**src/rtl/rtc_sched_pkg.sv**
```systemverilog
// rtc_sched_pkg: shared encodings for the RTC bus scheduler.
//   state_e  - scheduler FSM states
//   job_e    - kind of access currently being served
//   TM_IDLE  - timing-machine control code meaning "no run in progress"
package rtc_sched_pkg;

  typedef enum logic [2:0] {
    S_IDLE,
    S_A_GO,
    S_A_WAIT,
    S_D_GO,
    S_D_WAIT,
    S_NEXT
  } state_e;

  typedef enum logic [1:0] {
    JOB_INIT,
    JOB_WR,
    JOB_SCAN
  } job_e;

  localparam logic [4:0] TM_IDLE = 5'd0;

endpackage

```
**src/rtl/rtc_watchdog.sv**
```systemverilog
// rtc_watchdog: loadable 8-bit timeout counter.
//   clk, reset : clock, synchronous active-high reset
//   load       : clear the count (asserted the cycle before a wait state)
//   run        : count while high
//   expired    : count has reached LIMIT while running
module rtc_watchdog #(
  parameter logic [7:0] LIMIT = 8'd255
) (
  input  logic clk,
  input  logic reset,
  input  logic load,
  input  logic run,
  output logic expired
);

  logic [7:0] cnt_q, cnt_d;

  always_comb begin
    cnt_d = cnt_q;
    if (load) begin
      cnt_d = 8'd0;
    end else if (run && (cnt_q != LIMIT)) begin
      cnt_d = cnt_q + 8'd1;
    end
  end

  // NOTE: sequential state uses non-blocking assignments so every flop samples
  // the pre-edge values, independent of block evaluation order.
  always_ff @(posedge clk) begin
    if (reset) cnt_q <= 8'd0;
    else       cnt_q <= cnt_d;
  end

  assign expired = run && (cnt_q == LIMIT);

endmodule

```
**src/rtl/rtc_bus_scheduler.sv**
```systemverilog
// rtc_bus_scheduler: sequences RTC register accesses through the bus timing
// machine: one init write after reset, then user writes and periodic read
// scans, each as an address-phase run followed by a data-phase run.
//   refresh                  : pulse requesting a read scan
//   wr_req/wr_addr/wr_data   : user write request, held until wr_ack
//   wr_ack                   : pulse when the user write completes
//   tm_start/tm_op/tm_ad     : timing machine I / OP (1=read) / AD (1=address)
//   tm_state                 : timing machine control code, 0 = idle
//   bus_out / bus_in         : value to drive on / sampled from the RTC bus
//   res_we/res_idx/res_data  : result write strobe into the time register file
//   busy / err               : access in progress / sticky timeout flag
module rtc_bus_scheduler
  import rtc_sched_pkg::*;
#(
  parameter logic [7:0]  INIT_ADDR    = 8'h02,
  parameter logic [7:0]  INIT_DATA    = 8'h10,
  parameter logic [7:0]  SCAN_BASE    = 8'h21,
  parameter int unsigned SCAN_LEN     = 6,
  parameter logic [4:0]  CAPTURE_CODE = 5'd16,
  parameter logic [7:0]  TIMEOUT      = 8'd255
) (
  input  logic       clk,
  input  logic       reset,
  input  logic       refresh,
  input  logic       wr_req,
  input  logic [7:0] wr_addr,
  input  logic [7:0] wr_data,
  output logic       wr_ack,
  output logic       tm_start,
  output logic       tm_op,
  output logic       tm_ad,
  input  logic [4:0] tm_state,
  output logic [7:0] bus_out,
  input  logic [7:0] bus_in,
  output logic       res_we,
  output logic [2:0] res_idx,
  output logic [7:0] res_data,
  output logic       busy,
  output logic       err
);

  state_e     state_q, state_d;
  job_e       job_q, job_d;
  logic [7:0] cur_addr_q, cur_addr_d, cur_data_q, cur_data_d, rd_byte_q, rd_byte_d;
  logic       cur_op_q, cur_op_d, init_done_q, init_done_d, scan_pend_q, scan_pend_d;
  logic       seen_q, seen_d, cap_done_q, cap_done_d;
  logic [2:0] idx_q, idx_d;
  logic       tm_start_q, tm_start_d, tm_op_q, tm_op_d, tm_ad_q, tm_ad_d;
  logic [7:0] bus_out_q, bus_out_d, res_data_q, res_data_d;
  logic [2:0] res_idx_q, res_idx_d;
  logic       wr_ack_q, wr_ack_d, res_we_q, res_we_d, busy_q, busy_d, err_q, err_d;
  logic       wd_expired;

  rtc_watchdog #(.LIMIT(TIMEOUT)) u_watchdog (
    .clk     (clk),
    .reset   (reset),
    .load    ((state_q == S_A_GO) || (state_q == S_D_GO)),
    .run     ((state_q == S_A_WAIT) || (state_q == S_D_WAIT)),
    .expired (wd_expired)
  );

  always_comb begin
    // NOTE: every variable gets a default before the case so no path leaves it
    // unassigned, which would otherwise infer a latch.
    state_d     = state_q;
    job_d       = job_q;
    cur_addr_d  = cur_addr_q;
    cur_data_d  = cur_data_q;
    cur_op_d    = cur_op_q;
    rd_byte_d   = rd_byte_q;
    init_done_d = init_done_q;
    // A refresh is always remembered; while already pending it is a no-op.
    scan_pend_d = scan_pend_q | refresh;
    seen_d      = seen_q;
    cap_done_d  = cap_done_q;
    idx_d       = idx_q;
    tm_start_d  = 1'b0;
    tm_op_d     = 1'b0;
    tm_ad_d     = 1'b0;
    bus_out_d   = bus_out_q;
    wr_ack_d    = 1'b0;
    res_we_d    = 1'b0;
    res_idx_d   = res_idx_q;
    res_data_d  = res_data_q;
    err_d       = err_q;

    unique case (state_q)
      S_IDLE: begin
        if (!init_done_q) begin
          job_d = JOB_INIT; cur_addr_d = INIT_ADDR; cur_data_d = INIT_DATA;
          cur_op_d = 1'b0; state_d = S_A_GO;
        end else if (wr_req && !wr_ack_q) begin
          // wr_ack_q guard: the requester has not yet seen the ack of the
          // write that just finished, so its wr_req is still the old one.
          job_d = JOB_WR; cur_addr_d = wr_addr; cur_data_d = wr_data;
          cur_op_d = 1'b0; state_d = S_A_GO;
        end else if (scan_pend_q || refresh) begin
          job_d = JOB_SCAN; cur_addr_d = SCAN_BASE; cur_op_d = 1'b1;
          idx_d = 3'd0; state_d = S_A_GO;
        end
      end
      S_A_GO: begin
        tm_start_d = 1'b1;
        tm_ad_d    = 1'b1;
        bus_out_d  = cur_addr_q;
        seen_d     = 1'b0;
        state_d    = S_A_WAIT;
      end
      S_D_GO: begin
        tm_start_d = 1'b1;
        tm_op_d    = cur_op_q;
        if (!cur_op_q) bus_out_d = cur_data_q;
        seen_d     = 1'b0;
        cap_done_d = 1'b0;
        state_d    = S_D_WAIT;
      end
      S_A_WAIT, S_D_WAIT: begin
        if (wd_expired) begin
          err_d       = 1'b1;
          scan_pend_d = 1'b0;
          state_d     = S_IDLE;
        end else begin
          if ((state_q == S_D_WAIT) && cur_op_q && !cap_done_q &&
              (tm_state == CAPTURE_CODE)) begin
            rd_byte_d  = bus_in;
            cap_done_d = 1'b1;
          end
          // A run is complete only once it has been seen to leave idle.
          if (tm_state != TM_IDLE) seen_d = 1'b1;
          else if (seen_q)         state_d = (state_q == S_A_WAIT) ? S_D_GO : S_NEXT;
        end
      end
      S_NEXT: begin
        case (job_q)
          JOB_SCAN: begin
            res_we_d   = 1'b1;
            res_idx_d  = idx_q;
            res_data_d = rd_byte_q;
            if (idx_q == 3'(SCAN_LEN - 1)) begin
              scan_pend_d = 1'b0;
              state_d     = S_IDLE;
            end else begin
              idx_d      = idx_q + 3'd1;
              cur_addr_d = cur_addr_q + 8'd1;
              state_d    = S_A_GO;
            end
          end
          JOB_WR: begin
            wr_ack_d = 1'b1;
            state_d  = S_IDLE;
          end
          default: begin
            init_done_d = 1'b1;
            state_d     = S_IDLE;
          end
        endcase
      end
      default: state_d = S_IDLE;
    endcase

    busy_d = (state_d != S_IDLE);
  end

  always_ff @(posedge clk) begin
    if (reset) begin
      state_q <= S_IDLE;       job_q <= JOB_INIT;
      cur_addr_q <= 8'd0;      cur_data_q <= 8'd0;    cur_op_q <= 1'b0;
      rd_byte_q <= 8'd0;       init_done_q <= 1'b0;   scan_pend_q <= 1'b0;
      seen_q <= 1'b0;          cap_done_q <= 1'b0;    idx_q <= 3'd0;
      tm_start_q <= 1'b0;      tm_op_q <= 1'b0;       tm_ad_q <= 1'b0;
      bus_out_q <= 8'd0;       wr_ack_q <= 1'b0;      res_we_q <= 1'b0;
      res_idx_q <= 3'd0;       res_data_q <= 8'd0;    busy_q <= 1'b0;
      err_q <= 1'b0;
    end else begin
      state_q <= state_d;      job_q <= job_d;
      cur_addr_q <= cur_addr_d; cur_data_q <= cur_data_d; cur_op_q <= cur_op_d;
      rd_byte_q <= rd_byte_d;  init_done_q <= init_done_d; scan_pend_q <= scan_pend_d;
      seen_q <= seen_d;        cap_done_q <= cap_done_d; idx_q <= idx_d;
      tm_start_q <= tm_start_d; tm_op_q <= tm_op_d;   tm_ad_q <= tm_ad_d;
      bus_out_q <= bus_out_d;  wr_ack_q <= wr_ack_d;  res_we_q <= res_we_d;
      res_idx_q <= res_idx_d;  res_data_q <= res_data_d; busy_q <= busy_d;
      err_q <= err_d;
    end
  end

  assign tm_start = tm_start_q;
  assign tm_op    = tm_op_q;
  assign tm_ad    = tm_ad_q;
  assign bus_out  = bus_out_q;
  assign wr_ack   = wr_ack_q;
  assign res_we   = res_we_q;
  assign res_idx  = res_idx_q;
  assign res_data = res_data_q;
  assign busy     = busy_q;
  assign err      = err_q;

endmodule

```
**config.mk**
```make
export PLATFORM = sky130hd
export DESIGN_NAME = rtc_bus_scheduler
export DESIGN_NICKNAME = d
export VERILOG_FILES = /design/src/rtl/rtc_sched_pkg.sv /design/src/rtl/rtc_watchdog.sv /design/src/rtl/rtc_bus_scheduler.sv
export SDC_FILE = /design/constraint.sdc
export NUM_CORES = 1
export LEC_CHECK = 0
export BUFFER_PORTS_ARGS = -buffer_cell sky130_fd_sc_hd__buf_2
export CAP_MARGIN = 40
export CORE_MARGIN = 2
export CORE_UTILIZATION = 55
export CTS_CLUSTER_DIAMETER = 60
export DETAILED_ROUTE_END_ITERATION = 8
export PLACE_DENSITY = 0.88
export SYNTH_ARGS = -nofsm -noshare
export SYNTH_HDL_FRONTEND = slang
export SYNTH_HIERARCHICAL = 1
export SYNTH_SLANG_ARGS = --single-unit
```
**constraint.sdc**
```tcl
create_clock -name clk -period 3.5 [get_ports clk]
set_input_delay 0.7 -clock clk [delete_from_list [all_inputs] [get_ports clk]]
set_output_delay 0.7 -clock clk [all_outputs]
set_load 0.005 [all_outputs]
```
==> qor.yml, run 1 <==
grt:
  grt_max_degree: 43
  antenna_found_initial: 0
  grt-ovfl-total: 0
  grt_pass1_vias: 2823
  grt_usage_pct: 25.5
  grt_pass1_wl_um: 12700
timing:
  hold_viol: 0
  relSlewSlack_pct: 47.3
  skew_ns: 0.00697
  min_period_ns: 2.96
  worst_slew_pin_slew_ns: 0.785
  post-route-period-util_pct: 84.6
  maxSlewViolCount: 0
  setup_tns_ns: 0
  rsz0062_at_grt: "false"
  fmax_mhz: 338
  finalSetupViolCount: 0
clocking:
  ctsResizeCount: 0
  cts_tree: "yes"
  cts_max_level: 3
  cts_setup_buffers: 0
  clkSinkCount: 70
  cts.hold.buffers_added: 0
  cts_buffers: 9
  clock_latency_ns: 0.35
  path_clk_slew_ns: 0.07
  clock_path_buffers: 2
  cts-root-buf: "clkbuf_8"
synth:
  synth_nets: 409
  yosysSeqAreaShare_pct: 44.4
  synth_top_family_by_area: "simple AND/OR/NAND/NOR gates"
  netlist_area_um2: 3160
  yosysUniqueCellTypes: 59
  synth-compound-area-share_pct: 20.3
  yosysWarningCount: 6
  syn_avg_cell_area_um2: 8.54
  synth_simple_gate_area_share_pct: 24.8
  ys.flop_type: "dfxtp_1"
  synth_xor_area_share_pct: 0.277
  synth_edf_count: 0
  async_flop_share_pct: 0
  synth_mux_area_share_pct: 3.49
  synth-seq-cells: 70
  synth_fa_ha_area_share_pct: 2.38
  syn_inst: 370
  synthDominantAreaCellType: "dfxtp_1"
  netlist_top_cells_area: "dfxtp_1 44%, a21oi_1 5.4%, nand2_1 5.1%"
  yosysTopAreaCellShare_pct: 44.4
drt:
  wl_per_cell_um: 15.4
  ant_nets: 0
  viasPerCell: 6.00
  drc: 0
  firstDrtPassIters: 5
  num_vias: 2982
  drt_wl_total_um: 7640
  drt_iter0_markers: 369
worst_hold_path:
  hp-class: "reg -> reg"
  min_from: "err"
placement:
  placed_cell_area_um2: 3460
  post-dp-hpwl_um: 5400
  finalWeightedCongestion: 0.934
  numPortBuffers: 58
setup_path:
  crit_buf_inv: 0
  crit_chain: "xnor2_1 -> nor2_1 -> nand3_1 -> nor2_1 -> or4b_1 -> or4b_1 -> mux2i_1 -> nor2_1"
  startpoint_type: "flip-flop"
  cpPeakStageDelay_ns: 0.75
  startpoint: "state_q[2]"
  critPathKind: "reg -> reg"
  cpMaxStageDelayCell: "or4b_1"
  path_max_fanout: 13
  crit_path_end_kind: "flip-flop"
  worstPathArrival_ns: 3.18
  crit_top_cell: "nor2_1"
  crit_required_ns: 3.72
  cp_top_family: "simple AND/OR/NAND/NOR gates"
  reg2reg_from: "state_q[2]"
final_layout:
  synthToLayoutAreaGrowth_pct: 16.8
  drive_above_1_share_pct: 20.2
  antennaDiodeCount: 0
  nets: 459
  fin_area_um2: 3690
pwr:
  vdd_ir_drop_max_mv: 0.328
  power_density_nw_per_um2: 507
  p_leak_nw: 1.44
die:
  die_w_um: 79.8
  num_rows: 27
  dieArea_um2: 6360
  io_pins: 59
  start_util_pct: 57.0
  coreArea_um2: 5540
  die_h_um: 79.8
job:
  drv_cap: 0
run_status:
  status: "complete, no violations"
==> per-layer routing <==
layer | wire length, um | global-route usage, %
met5 | 0 | 0
met3 | 577 | 4.75
met2 | 3590 | 40.9
met4 | 237 | 14.7
met1 | 3230 | 32.1
==> worst reg2reg max path, stage by stage, from the launching register on <==
cell and delay (ns):
dfxtp_1 0.56, xnor2_1 0.19, nor2_1 0.15, nand3_1 0.19, nor2_1 0.13, or4b_1 0.56
or4b_1 0.75, mux2i_1 0.25, nor2_1 0.06
==> sequential cells by signal (all words and copies together) (netlist names), 3 cells and up <==
name	cells
bus_out	8
cur_addr_q	8
cur_data_q	8
rd_byte_q	8
res_data	8
u_watchdog/cnt_q	8
idx_q	3
res_idx	3
state_q	3
==> area by class of cell <==
type	instances	area (um2)
Multi-Input combinational cell	267	1620
Clock buffer	11	141
Clock inverter	5	82.6
Fill cell	488	1850
Tap cell	72	90.1
Inverter	11	41.3
Sequential cell	70	1400
Timing Repair Buffer	61	313
==> per-stage QoR <==
| step | util, % | total power [mW] | cells | hold WS, ns | setup slack (ns) |
|---|---|---|---|---|---|
| after global routing | 66.6 | 1.95 | 497 | 0.474 | 0.349 |
| after CTS | 66.6 | 1.88 | 497 | 0.452 | 0.574 |
| after global placement | 62.4 | 1.14 | 480 | 0.433 | 0.768 |
| after floorplan | - | 1.06 | 370 | 0.431 | 0.928 |
| final | 66.6 | 1.87 | 497 | 0.449 | 0.537 |
| after detailed placement | 62.5 | 1.15 | 481 | 0.441 | 0.611 |
==> power by group <==
group          total, mW  internal [mW]  switching [mW]
sequential         0.871          0.836          0.0346
clock              0.729          0.421           0.308
combinational      0.269          0.102           0.167
==> Yosys cell counts, types with 2 or more instances <==
master    instances
o31ai_1           5
ha_1              6
a22oi_1           8
o211ai_1          2
nand2_1          43
nand3b_1          3
nor4_1            3
buf_2             2
mux2i_1          11
nor3b_1           3
clkbuf_1         16
nor3_1           12
and4_1            2
nand2b_1          7
o21bai_1          2
o211a_1           2
a211oi_1          4
o21ai_0           5
o21ai_1           2
a221oi_1          3
nor2_1           41
nand4_1           7
or4b_1            2
buf_1             2
nand4b_1          3
nand3_1          12
dfxtp_1          70
nor3_2            2
a31oi_1           5
a311oi_1          8
o32ai_1           3
or3_1             3
a21oi_1          34
inv_1            11
nor2b_1           2
==> final timing paths <==
kind / endpoint / slack [ns] / cells after the start
setup / recovery: rd_byte_q[3] / 0.54 / 8
hold / removal: err / 0.45 / 2
setup reg to reg: rd_byte_q[3] / 0.54 / 8
hold reg to reg: err / 0.45 / 2
==> cells by family after synthesis <==
kind of cell | after synthesis
muxes | 11
AOI/OAI and AO/OA | 94
xor gates and xnor gates | 1
buffers and inverters | 33
adders and majority gates | 6
DFF | 70
and+or+nand+nor | 155
==> placed cells by master (no fill, tap or decap), drive strengths merged, types with 8 or more instances in the layout <==
cell,n
nor2,42
clkbuf,11
nand3,12
a311oi,9
nand2,43
a21oi,35
a22oi,8
dfxtp,70
buf,61
inv,11
mux2i,11
nor3,14
(Power assumes the default switching activity.)
==> inputs of run 2 (changes only) <==
CORE_UTILIZATION = 50   (was 55)
PLACE_DENSITY = 0.85   (was 0.88)
clock period = 2.4 ns   (was 3.5 ns; I/O delays follow)
==> run 2 against run 1 <==
Routed wire length up 2.2%. Largest power group unchanged. Sequential power up 45%. Register-to-register slack worse by 0.44 ns. Worst hold slack lost 0.090 ns. Power up 46%. Utilization down 3.6 points. Final area rose by 2.9%. Via count is 1.5% higher. Combinational power increased by 59%. First-iteration DRC count down 25%. Maximum frequency increased by 29%.
==> qor.yml, run 2 (same netlist as run 1, synthesis figures left out) <==
final_layout:
  finalNonFillerCells: 513  # was 497
  layout_commonest_cell: "dfxtp_1"  # unchanged
  drive_above_1_share_pct: 23.5  # was 20.2%
  layout_common_cells: "69 x dfxtp_1, 58 x buf_2, 43 x nand2_1"  # was 70 x dfxtp_1, 58 x buf_2, 43 x nand2_1
  synthToLayoutAreaGrowth_pct: 20.2  # was 16.8%
  multiInputGateArea_um2: 1630  # was 1620 um2
  fillers: 520  # was 488
  antennaDiodeCount: 0  # unchanged
  register_area_um2: 1400  # about the same
  fin_util_pct: 63.0  # was 66.6%
  fin_area_um2: 3790  # was 3690 um2
  nets: 472  # was 459
pwr:
  p_leak_nw: 1.52  # was 1.44 nW
  power_density_nw_per_um2: 717  # was 507 nW/um2
  vdd_ir_drop_max_mv: 0.428  # was 0.328 mV
  clock_power_share_pct: 37.9  # was 39.0%
  combPwrFrac_pct: 15.7  # was 14.4%
  intPower_mw: 1.97  # was 1.36 mW
  switchingPower_mw: 0.750  # was 0.510 mW
  sw_frac_of_total_pct: 27.6  # was 27.3%
  seqPwrFrac_pct: 46.4  # was 46.6%
clocking:
  cts_buffers: 9  # unchanged
  path_clk_slew_ns: 0.07  # about the same
  cts_max_level: 3  # unchanged
  cts-root-buf: "clkbuf_8"  # unchanged
  clock_latency_ns: 0.36  # was 0.35 ns
  clock_path_buffers: 2  # unchanged
  cts_setup_buffers: 0  # unchanged
  clkSinkCount: 70  # unchanged
  ctsResizeCount: 1  # was 0
  cts_tree: "yes"  # unchanged
  cts.hold.buffers_added: 0  # unchanged
timing:
  finalSetupViolCount: 0  # unchanged
  hold_ws_ns: 0.359  # was 0.449 ns
  skew_ns: 0.00398  # was 0.00697 ns
  maxSlewViolCount: 0  # unchanged
  worst_slew_pin_slew_ns: 0.588  # was 0.785 ns
  rsz0062_at_grt: "false"  # unchanged
  relSlewSlack_pct: 60.7  # was 47.3%
  fmax_mhz: 435  # was 338 MHz
  post-route-period-util_pct: 95.7  # was 84.6%
  min_period_ns: 2.30  # was 2.96 ns
  hold_viol: 0  # unchanged
placement:
  post-dp-hpwl_um: 5590  # was 5400 um
  finalWeightedCongestion: 0.934  # unchanged
  placed_cell_area_um2: 3580  # was 3460 um2
  dp.cells: 497  # was 481
  numPortBuffers: 58  # unchanged
die:
  dieArea_um2: 6970  # was 6360 um2
  coreArea_um2: 6030  # was 5540 um2
  num_rows: 28  # was 27
  io_pins: 59  # unchanged
  die_h_um: 83.5  # was 79.8 um
  start_util_pct: 52.4  # was 57.0%
  die_w_um: 83.5  # was 79.8 um
drt:
  viasPerCell: 5.90  # was 6.00
  drc: 0  # unchanged
  ant_nets: 0  # unchanged
  drt_iter0_markers: 278  # was 369
  num_vias: 3026  # was 2982
  firstDrtPassIters: 5  # unchanged
  wl_per_cell_um: 15.2  # was 15.4 um
  drt_wl_total_um: 7810  # was 7640 um
grt:
  grt_pass1_vias: 2760  # was 2823
  grt_usage_pct: 22.9  # was 25.5%
  antenna_found_initial: 0  # unchanged
  grt_max_degree: 35  # was 43
  grt_pass1_wl_um: 13000  # was 12700 um
  grt-ovfl-total: 0  # unchanged
worst_hold_path:
  hp-class: "in -> reg"  # was reg -> reg
setup_path:
  worstPathArrival_ns: 2.54  # was 3.18 ns
  startpoint_type: "flip-flop"  # unchanged
  critPathKind: "reg -> reg"  # unchanged
  crit_required_ns: 2.64  # was 3.72 ns
  path_max_fanout: 9  # was 13
  crit_path_end_kind: "flip-flop"  # unchanged
run_status:
  status: "complete, no violations"  # unchanged
job:
  drv_cap: 0  # unchanged
[run 2: changes by cell type in the layout (fill, tap and decap cells not counted)]
cell	previous run	this run
buf_4	3	16
clkinv_2	0	2
clkinvlp_4	3	1
clkbuf_8	10	9
clkinv_4	0	1
dfxtp_1	70	69
dfxtp_2	0	1
nor2_1	41	40
nor2_2	1	2
or4b_1	2	1
or4b_4	0	1
xnor2_1	1	0
xnor2_2	0	1
[run 2: final timing paths]
| kind | to | from | slack (ns) | cells after the start |
|---|---|---|---|---|
| max | rd_byte_q[7] | u_watchdog/cnt_q[0] | 0.10 | 7 |
| min | rd_byte_q[3] | bus_in[3] | 0.36 | 3 |
| max reg2reg | rd_byte_q[7] | u_watchdog/cnt_q[0] | 0.10 | 7 |
| min reg2reg | err | err | 0.44 | 2 |
[run 2: layer usage]
layer	share of wire, %	up-vias	GRT usage [%]
met4	1.9	0	8.80
met5	0	-	0
met1	44	1401	30.7
li1	-	1472	-
met3	7.5	16	5.44
met2	46	137	36.1
[run 2: power groups by stage]
stage,logic [mW],registers [mW],clock network [mW]
2_1_floorplan,0.276,1.28,0
3_3_place_gp,0.408,1.28,0
3_5_place_dp,0.416,1.29,0
4_1_cts,0.417,1.26,1.05
5_1_grt,0.465,1.27,1.10
6_report,0.427,1.26,1.03
[run 2: cell type report]
class | count | share of cell area, %
Multi-Input combinational cell | 267 | 43.0
Sequential cell | 70 | 37.0
Timing Repair Buffer | 74 | 10.8
Clock buffer | 10 | 3.36
Tap cell | 75 | 2.47
Clock inverter | 6 | 2.27
Inverter | 11 | 1.09
[run 2: worst max-delay path, cell delays in order (launching register included)]
cell and delay [ns]:
dfxtp_1 0.35, ha_1 0.23, nand3_1 0.11, nor2_1 0.08, or4b_1 0.54, or4b_4 0.62
mux2i_1 0.20, nor2_1 0.06
[run 2: through the flow]
step           TNS [ns]  worst slack (ns)  total power [mW]
2_1_floorplan         0           0.00241              1.56
3_3_place_gp          0            0.0554              1.69
3_5_place_dp     -0.268           -0.0517              1.70
4_1_cts               0             0.115              2.72
5_1_grt               0            0.0148              2.84
6_report              0             0.102              2.72
